===== src/rtl/alu_share_arbiter_if.sv =====
// Request, ALU-side and response signals of the shared-ALU arbiter.
// The slave modport is the arbiter's view; master is the environment's view.
interface alu_share_arbiter_if #(
  parameter int unsigned DATA_WIDTH = 32,
  parameter int unsigned OP_WIDTH   = 4
);
  logic                  flush;

  logic                  req0_valid;
  logic                  req0_ready;
  logic [DATA_WIDTH-1:0] req0_a;
  logic [DATA_WIDTH-1:0] req0_b;
  logic [OP_WIDTH-1:0]   req0_op;

  logic                  req1_valid;
  logic                  req1_ready;
  logic [DATA_WIDTH-1:0] req1_a;
  logic [DATA_WIDTH-1:0] req1_b;
  logic [OP_WIDTH-1:0]   req1_op;

  logic [DATA_WIDTH-1:0] alu_a;
  logic [DATA_WIDTH-1:0] alu_b;
  logic [OP_WIDTH-1:0]   alu_opSel;
  logic [DATA_WIDTH-1:0] alu_out;
  logic                  alu_overflow;
  logic                  alu_Z;

  logic                  rsp_valid;
  logic                  rsp_ready;
  logic                  rsp_id;
  logic [DATA_WIDTH-1:0] rsp_result;
  logic                  rsp_z;
  logic                  rsp_overflow;

  modport slave (
    input  flush,
    input  req0_valid, req0_a, req0_b, req0_op,
    output req0_ready,
    input  req1_valid, req1_a, req1_b, req1_op,
    output req1_ready,
    output alu_a, alu_b, alu_opSel,
    input  alu_out, alu_overflow, alu_Z,
    output rsp_valid, rsp_id, rsp_result, rsp_z, rsp_overflow,
    input  rsp_ready
  );

  modport master (
    output flush,
    output req0_valid, req0_a, req0_b, req0_op,
    input  req0_ready,
    output req1_valid, req1_a, req1_b, req1_op,
    input  req1_ready,
    input  alu_a, alu_b, alu_opSel,
    output alu_out, alu_overflow, alu_Z,
    input  rsp_valid, rsp_id, rsp_result, rsp_z, rsp_overflow,
    output rsp_ready
  );
endinterface


===== src/rtl/alu_share_arbiter.sv =====
// Round-robin sharing of one combinational ALU between two requesters, with
// registered ALU inputs and a tagged, backpressurable response channel.
module alu_share_arbiter #(
  parameter int unsigned DATA_WIDTH = 32,
  parameter int unsigned OP_WIDTH   = 4
) (
  input logic                clk,
  input logic                rstN,
  alu_share_arbiter_if.slave bus
);
  localparam logic [1:0] StIdle = 2'd0;
  localparam logic [1:0] StExec = 2'd1;
  localparam logic [1:0] StResp = 2'd2;

  logic [1:0]            state_q, state_d;
  logic                  last_grant_q;
  logic                  grant_id_q;
  logic [DATA_WIDTH-1:0] alu_a_q, alu_b_q;
  logic [OP_WIDTH-1:0]   alu_op_q;
  logic [DATA_WIDTH-1:0] rsp_result_q;
  logic                  rsp_id_q, rsp_z_q, rsp_ovf_q;

  logic can_grant, grant0, grant1, accept, capture;

  // Gating with rstN keeps both readies low for the whole reset interval.
  assign can_grant = rstN && (state_q == StIdle) && !bus.flush;
  assign grant0    = can_grant && bus.req0_valid && (!bus.req1_valid || last_grant_q);
  assign grant1    = can_grant && bus.req1_valid && (!bus.req0_valid || !last_grant_q);
  assign accept    = grant0 || grant1;
  assign capture   = (state_q == StExec) && !bus.flush;

  always_comb begin
    state_d = state_q;
    case (state_q)
      StIdle: if (accept) state_d = StExec;
      StExec: state_d = bus.flush ? StIdle : StResp;
      // A completed transfer wins over a simultaneous flush.
      StResp: if (bus.rsp_ready || bus.flush) state_d = StIdle;
      default: state_d = StIdle;
    endcase
  end

  always_ff @(posedge clk or negedge rstN) begin
    if (!rstN) begin
      state_q      <= StIdle;
      last_grant_q <= 1'b1;
      grant_id_q   <= 1'b0;
      alu_a_q      <= '0;
      alu_b_q      <= '0;
      alu_op_q     <= '0;
      rsp_result_q <= '0;
      rsp_id_q     <= 1'b0;
      rsp_z_q      <= 1'b0;
      rsp_ovf_q    <= 1'b0;
    end else begin
      state_q <= state_d;
      if (accept) begin
        alu_a_q      <= grant1 ? bus.req1_a  : bus.req0_a;
        alu_b_q      <= grant1 ? bus.req1_b  : bus.req0_b;
        alu_op_q     <= grant1 ? bus.req1_op : bus.req0_op;
        grant_id_q   <= grant1;
        last_grant_q <= grant1;
      end
      if (capture) begin
        rsp_result_q <= bus.alu_out;
        rsp_z_q      <= bus.alu_Z;
        rsp_ovf_q    <= bus.alu_overflow;
        rsp_id_q     <= grant_id_q;
      end
    end
  end

  assign bus.req0_ready   = grant0;
  assign bus.req1_ready   = grant1;
  assign bus.alu_a        = alu_a_q;
  assign bus.alu_b        = alu_b_q;
  assign bus.alu_opSel    = alu_op_q;
  assign bus.rsp_valid    = (state_q == StResp);
  assign bus.rsp_id       = rsp_id_q;
  assign bus.rsp_result   = rsp_result_q;
  assign bus.rsp_z        = rsp_z_q;
  assign bus.rsp_overflow = rsp_ovf_q;
endmodule


===== src/flat_wrapper.sv =====
// flat-port wrapper written by rule: the top's interface ports become plain ports
module alu_share_arbiter_flat 
#(
  parameter int unsigned DATA_WIDTH = 32,
  parameter int unsigned OP_WIDTH   = 4
)
  (clk, rstN, bus_flush, bus_req0_valid, bus_req0_a, bus_req0_b, bus_req0_op, bus_req0_ready, bus_req1_valid, bus_req1_a, bus_req1_b, bus_req1_op, bus_req1_ready, bus_alu_a, bus_alu_b, bus_alu_opSel, bus_alu_out, bus_alu_overflow, bus_alu_Z, bus_rsp_valid, bus_rsp_id, bus_rsp_result, bus_rsp_z, bus_rsp_overflow, bus_rsp_ready);
  alu_share_arbiter_if #(.DATA_WIDTH(DATA_WIDTH), .OP_WIDTH(OP_WIDTH)) bus_i ();
  input logic clk;
  input logic rstN;
  input wire logic [$bits(bus_i.flush)-1:0] bus_flush;
  input wire logic [$bits(bus_i.req0_valid)-1:0] bus_req0_valid;
  input wire logic [$bits(bus_i.req0_a)-1:0] bus_req0_a;
  input wire logic [$bits(bus_i.req0_b)-1:0] bus_req0_b;
  input wire logic [$bits(bus_i.req0_op)-1:0] bus_req0_op;
  output wire logic [$bits(bus_i.req0_ready)-1:0] bus_req0_ready;
  input wire logic [$bits(bus_i.req1_valid)-1:0] bus_req1_valid;
  input wire logic [$bits(bus_i.req1_a)-1:0] bus_req1_a;
  input wire logic [$bits(bus_i.req1_b)-1:0] bus_req1_b;
  input wire logic [$bits(bus_i.req1_op)-1:0] bus_req1_op;
  output wire logic [$bits(bus_i.req1_ready)-1:0] bus_req1_ready;
  output wire logic [$bits(bus_i.alu_a)-1:0] bus_alu_a;
  output wire logic [$bits(bus_i.alu_b)-1:0] bus_alu_b;
  output wire logic [$bits(bus_i.alu_opSel)-1:0] bus_alu_opSel;
  input wire logic [$bits(bus_i.alu_out)-1:0] bus_alu_out;
  input wire logic [$bits(bus_i.alu_overflow)-1:0] bus_alu_overflow;
  input wire logic [$bits(bus_i.alu_Z)-1:0] bus_alu_Z;
  output wire logic [$bits(bus_i.rsp_valid)-1:0] bus_rsp_valid;
  output wire logic [$bits(bus_i.rsp_id)-1:0] bus_rsp_id;
  output wire logic [$bits(bus_i.rsp_result)-1:0] bus_rsp_result;
  output wire logic [$bits(bus_i.rsp_z)-1:0] bus_rsp_z;
  output wire logic [$bits(bus_i.rsp_overflow)-1:0] bus_rsp_overflow;
  input wire logic [$bits(bus_i.rsp_ready)-1:0] bus_rsp_ready;
  assign bus_i.flush = bus_flush;
  assign bus_i.req0_valid = bus_req0_valid;
  assign bus_i.req0_a = bus_req0_a;
  assign bus_i.req0_b = bus_req0_b;
  assign bus_i.req0_op = bus_req0_op;
  assign bus_req0_ready = bus_i.req0_ready;
  assign bus_i.req1_valid = bus_req1_valid;
  assign bus_i.req1_a = bus_req1_a;
  assign bus_i.req1_b = bus_req1_b;
  assign bus_i.req1_op = bus_req1_op;
  assign bus_req1_ready = bus_i.req1_ready;
  assign bus_alu_a = bus_i.alu_a;
  assign bus_alu_b = bus_i.alu_b;
  assign bus_alu_opSel = bus_i.alu_opSel;
  assign bus_i.alu_out = bus_alu_out;
  assign bus_i.alu_overflow = bus_alu_overflow;
  assign bus_i.alu_Z = bus_alu_Z;
  assign bus_rsp_valid = bus_i.rsp_valid;
  assign bus_rsp_id = bus_i.rsp_id;
  assign bus_rsp_result = bus_i.rsp_result;
  assign bus_rsp_z = bus_i.rsp_z;
  assign bus_rsp_overflow = bus_i.rsp_overflow;
  assign bus_i.rsp_ready = bus_rsp_ready;
  alu_share_arbiter #(.DATA_WIDTH(DATA_WIDTH), .OP_WIDTH(OP_WIDTH)) u_core (.clk(clk), .rstN(rstN), .bus(bus_i));
endmodule

===== config.mk =====
export PLATFORM = sky130hd
export DESIGN_NAME = alu_share_arbiter_flat
export DESIGN_NICKNAME = d
export VERILOG_FILES = /design/src/rtl/alu_share_arbiter_if.sv /design/src/rtl/alu_share_arbiter.sv /design/src/flat_wrapper.sv
export SDC_FILE = /design/constraint.sdc
export NUM_CORES = 1
export LEC_CHECK = 0
export BUFFER_PORTS_ARGS = -buffer_cell sky130_fd_sc_hd__buf_2
export CAP_MARGIN = 15
export CORE_MARGIN = 2
export CORE_UTILIZATION = 29
export DETAILED_ROUTE_END_ITERATION = 7
export MAX_ROUTING_LAYER = met4
export PLACE_DENSITY = 0.67
export SYNTH_ARGS = -nofsm -noshare
export SYNTH_HDL_FRONTEND = slang
export SYNTH_SLANG_ARGS = --single-unit

===== constraint.sdc =====
create_clock -name clk -period 1.6 [get_ports clk]
set_input_delay 0.08 -clock clk [delete_from_list [all_inputs] [get_ports clk]]
set_output_delay 0.08 -clock clk [all_outputs]
set_load 0.005 [all_outputs]

After elaboration in Yosys (flattened, before gate mapping)
Index checks and enable logic that the tools add are counted.
- flip-flop bits (word level): 107
- input port bits: 176
- output and inout port bits: 106
- logic and storage cells: 38
- equality and inequality tests: 4
- muxes and demuxes: 7
- reductions and logical operators: 17
- operators by type and width (kind ; number):
    32-bit 2-to-1 mux ; 2
    1-bit logical AND ; 7
    2-bit 2-to-1 mux ; 3
    2-bit one-hot mux with 3 select lines ; 1
    1-bit zero test ; 4
    1-bit logical OR ; 4
    4-bit 2-to-1 mux ; 1
    2-bit by 1-bit inequality test with 1-bit output, second input constant ; 2
    2-bit by 1-bit equality test with 1-bit output, second input constant ; 1
    2-bit equality test, second input constant ; 1
    2-bit zero test ; 1
    2-bit AND reduction ; 1

Longest topological paths before layout
- word-level depth: 8
- depth in mapped cells: 6
- depth with buffers taken out: 3

Worst setup path after synthesis
No wires, ideal clock.
- path kind: reg2reg
- start point: reg u_core.state_q[1]
- end point: reg u_core.rsp_result_q[0], in the netlist u_core.bus.rsp_result[0]
- arrival time: 1.469 ns
- required time: 1.475 ns
- slack: 0.006 ns
- stages on the path, launching flop included: 5
- buffers on the path: 1
- cells stage by stage: dfrtp_1 -> nand2b_1 -> nor2_1 -> buf_2 -> mux2_2
- longest elaborated chain between the ends: 2
- RTL lines (item ; RTL line ; RTL):
    from (decl) ; alu_share_arbiter.sv:15 ; logic [1:0] state_q, state_d;
    from (signal assigned) ; alu_share_arbiter.sv:45 ; state_q <= StIdle;
    from (signal assigned) ; alu_share_arbiter.sv:56 ; state_q <= state_d;
    2-bit by 1-bit equality test with 1-bit output ; alu_share_arbiter.sv:30 ; assign capture = (state_q == StExec) && !bus.flush;
    1-bit logical AND ; alu_share_arbiter.sv:30 ;
    to (signal assigned) ; alu_share_arbiter.sv:65 ; rsp_result_q <= bus.alu_out;
    to (decl) ; alu_share_arbiter.sv:20 ; logic [DATA_WIDTH-1:0] rsp_result_q;
No other way between the ends.
A chain may end at the register's enable or synchronous reset.

Final worst setup path
- start point: reg u_core.state_q[1]
- end point: reg u_core.alu_b_q[20], in the netlist u_core.bus.alu_b[20]
- longest elaborated chain between the ends: 6
- elaborated cells on any way between the ends: 9
- those cells by class: mux: 1; reduce/logical: 8
- RTL lines (item ; RTL line ; RTL):
    2-bit zero test (*) ; alu_share_arbiter.sv:26 ; assign can_grant = rstN && (state_q == StIdle) && !bus.flush;
    1-bit logical AND (*) (2 in series) ; alu_share_arbiter.sv:26 ;
    1-bit logical AND (on tied branches) (2 in series) ; alu_share_arbiter.sv:28, alu_share_arbiter.sv:27 ;
    32-bit 2-to-1 mux or 1-bit logical OR (tied branches) ; alu_share_arbiter.sv:59, alu_share_arbiter.sv:29 ;
    to (signal assigned) ; alu_share_arbiter.sv:59 ; alu_b_q <= grant1 ? bus.req1_b : bus.req0_b;
    to (decl) ; alu_share_arbiter.sv:18 ; logic [DATA_WIDTH-1:0] alu_a_q, alu_b_q;
Every way passes the cells marked *; elsewhere a longest branch is shown, timed or not.

==> metrics.md <==
| Metric | Value |
|---|---|
| Gr usage total | 0.173 |
| Clock Latency Late Sink | 0.34 ns |
| Core area | 15300 um2 |
| Peak VDD IR | 548 uV |
| Io pins | 282 |
| Data required, critical path | 1.86 ns |
| RSZ-0062 raised after global routing | true |
| Cell variety after synth | 24 |
| Num CTS Buffers | 9 |
| Startpoint types | flop |
| Largest stage delay on the critical path | 0.56 ns |
| Seq pwr share | 0.430 |
| Antenna violations before repair | 2 |
| CTS max path bufs | 2 |
| Cell family with most CP delay | simple AND/OR/NAND/NOR gates |
| # Max-Cap Violations | 0 |
| Clock-pin slew on the worst setup and hold paths | 0.07 ns |
| Int Power | 6.29 mW |
| Post-DP HPWL | 10200 um |
| Area Overhead vs Synth | 60.7% |
| Syn Std Cell Area | 4570 um2 |
| Final setup violation count | 63 |
| Filler instances | 1393 |
| Post-synthesis sequential area ratio | 0.586 |
| Final global-route overflow total | 0 |
| Switch share | 0.286 |
| P_sw | 2.52 mW |
| Critical path fanouts, max | 28 |
| Fin worst setup slack | -0.0602 ns |
| CTS Sinks | 107 |
| Starting Density | 0.299 |
| Worst hold slack | -0.0927 ns |
| First-pass GRT wire length | 22000 um |
| Worst slew pin tran | 0.695 ns |
| Final Hold Vio Count | 106 |
| Failing checks | negative hold slack, negative setup slack |
| Worst path slowest cell | or4b_4 |
| Via density | 5.06 |
| WL final | 15300 um |
| Synth Warn # | 0 |
| FP Rows | 45 |
| Die Width | 130 um |
| Fmax | 0.602 GHz |
| Syn Nets | 514 |
| Mapped Avg Cell Area | 13.5 um2 |
| Syn Inst Count | 338 |
| Pwr Total | 8.81 mW |
| Vias | 4408 |
| Antenna viol nets, final | 0 |
| Area of the multi-input gates | 1880 um2 |
| Count of final max-slew check failures | 0 |
| Routed WL per cell | 17.6 um |
| Register area | 2680 um2 |
| CTS tree | yes |
| Post-route DRC | 0 |
| Final Critical Period | 1.66 ns |
| LEAKAGE | 3.31 nW |
| Die H | 130 um |
| I/O Buffers | 281 |
| Worst Path Arrival | 1.92 ns |
| CP Cell Sequence | or4b_4 > nor2_4 > buf_12 > buf_16 > a2bb2oi_1 |
| Max_slew headroom | 0.536 |
| Comb power frac | 0.296 |
| Pre-CTS setup slack | -0.0327 ns |
| Cts hold-fix bufs | 37 |
| Pin count of the biggest net entering global routing | 57 |
| Endpoint class of the critical path | flop |
| Htree depth | 3 |
| Nets | 829 |
| Fraction of layout cells with a size suffix above 1 | 0.594 |
| Final GP Congestion | 0.820 |
| Number of global-route vias before repair | 4416 |
| Iter 0 DRT Violations | 136 |
| DRT Pass-1 Iters | 4 |
| Clock network power share | 0.274 |
| Status | finished with violations |
| Tcrit/Tclk final | 1.04 |
| WS Path Type | reg -> reg |
| Root Driver | clkbuf_16 |
| Setup Skew | 0.00895 ns |
| PwrDens | 1200 nW/um2 |
| Worst Path Buf+Inv | 2 |
| Die Area | 16800 um2 |
| Hold crit path type | in -> async |
| Post-synthesis sequential element count | 107 |
==> power by group through the flow <==
stage                     Combinational, mW  Sequential (mW)  Clock (mW)
after global routing                   2.83             3.87        2.59
after CTS                              2.55             3.78        2.49
after global placement                 2.31             3.78           0
final                                  2.60             3.79        2.42
after detailed placement               2.41             3.79           0
after floorplan                        1.05             3.83           0
==> cell usage after synthesis <==
cell / number / area share
a21bo_2: 1 / 0.0022
a21boi_0: 1 / 0.0016
a21oi_1: 2 / 0.0022
a2bb2oi_1: 68 / 0.13
a31oi_1: 1 / 0.0014
buf_1: 1 / 0.00082
buf_2: 12 / 0.013
buf_4: 1 / 0.0016
buf_6: 1 / 0.0025
clkbuf_1: 26 / 0.021
clkinv_1: 1 / 0.00082
dfrtp_1: 106 / 0.58
dfstp_2: 1 / 0.0057
mux2_2: 35 / 0.086
nand2b_1: 2 / 0.0027
nand3_1: 1 / 0.0011
nor2_1: 3 / 0.0025
nor2_4: 1 / 0.0025
nor2b_1: 2 / 0.0027
nor3_1: 1 / 0.0011
nor4b_1: 1 / 0.0019
o221a_2: 1 / 0.0025
o32ai_1: 68 / 0.13
or4b_4: 1 / 0.0030
==> registers in the layout, summed over array words and instances (netlist names), 2 cells and up <==
register	cells
u_core.bus.rsp_result	32
u_core.bus.alu_b	32
u_core.bus.alu_a	32
u_core.state_q	2
u_core.bus.alu_opSel	4
==> stage by stage <==
step | hold slack [ns] | cells | TNS (ns) | util | cell area [um2]
after floorplan | -0.216 | 338 | 0 | - | 4570
after global placement | 0.300 | 806 | 0 | 0.412 | 6310
after detailed placement | 0.315 | 806 | -0.516 | 0.412 | 6310
after CTS | -0.0601 | 862 | -1.51 | 0.467 | 7150
after global routing | -0.0372 | 871 | -5.54 | 0.480 | 7350
final | -0.0927 | 871 | -1.52 | 0.480 | 7350
==> area by class of cell <==
class / instances / share of cell area
inverters: 1 / 0.000511
diodes: 2 / 0.000681
flip-flops and latches: 107 / 0.365
clock buffers: 10 / 0.0312
repair buffers: 345 / 0.298
clock inverters: 6 / 0.0128
multi-input cells: 189 / 0.256
well taps: 211 / 0.0359
==> worst register-to-register path, cell delays in order (launching register included) <==
cell and delay [ns]:
dfrtp_1 0.38, or4b_4 0.56, nor2_4 0.14, buf_12 0.12
buf_16 0.17, a2bb2oi_1 0.20
==> path summary, 6_finish.rpt <==
check / slack (ns) / start / cells after the start / to
max in group asynchronous: 1.20 / rstN / 2 / u_core.bus.alu_a[14]
min in group clk: 0.03 / bus_req1_valid / 3 / u_core.last_grant_q
setup / recovery: -0.06 / u_core.state_q[1] / 5 / u_core.bus.alu_b[20]
setup reg to reg: -0.06 / u_core.state_q[1] / 5 / u_core.bus.alu_b[20]
hold reg to reg: 0.50 / u_core.bus.rsp_result[26] / 1 / u_core.bus.rsp_result[26]
hold / removal: -0.09 / rstN / 2 / u_core.bus.alu_b[25]
==> routing by layer <==
layer,global-route usage,share of wire
met2,0.293,0.50
met1,0.204,0.42
met3,0.0347,0.062
met5,-,0
met4,0.0664,0.021
==> layout by cell type (no fill, tap or decap), drive strengths merged <==
| cell type | instances |
|---|---|
| nor2 | 4 |
| inv | 4 |
| a21bo | 1 |
| a2bb2oi | 68 |
| nor2b | 2 |
| a21boi | 1 |
| nand2b | 2 |
| o221a | 1 |
| a21oi | 2 |
| diode | 2 |
| clkinvlp | 1 |
| o32ai | 68 |
| or4b | 1 |
| buf | 304 |
| nor3 | 1 |
| a31oi | 1 |
| dfrtp | 106 |
| clkbuf | 14 |
| dfstp | 1 |
| dlygate4sd3 | 37 |
| nor4b | 1 |
| nand3 | 1 |
| bufinv | 2 |
| mux2 | 35 |
==> kinds of logic (layout without fill, tap and decap cells) <==
group	Yosys count	in the layout	share of synthesized area
compound gates	142	142	0.270
flops	107	107	0.586
buf+inv	42	362	0.0402
mux	35	35	0.0862
simple gates	12	12	0.0175
other cells	0	2	0
==> timing repair <==
action	CTS	global route
endpoints found under the setup margin	51	85
pin swaps	3	1
setup buffers	2	3
gates resized for setup	15	11
hold endpoints to repair	142	51
gates cloned	1	4
Power figures use the tool's default switching activity.
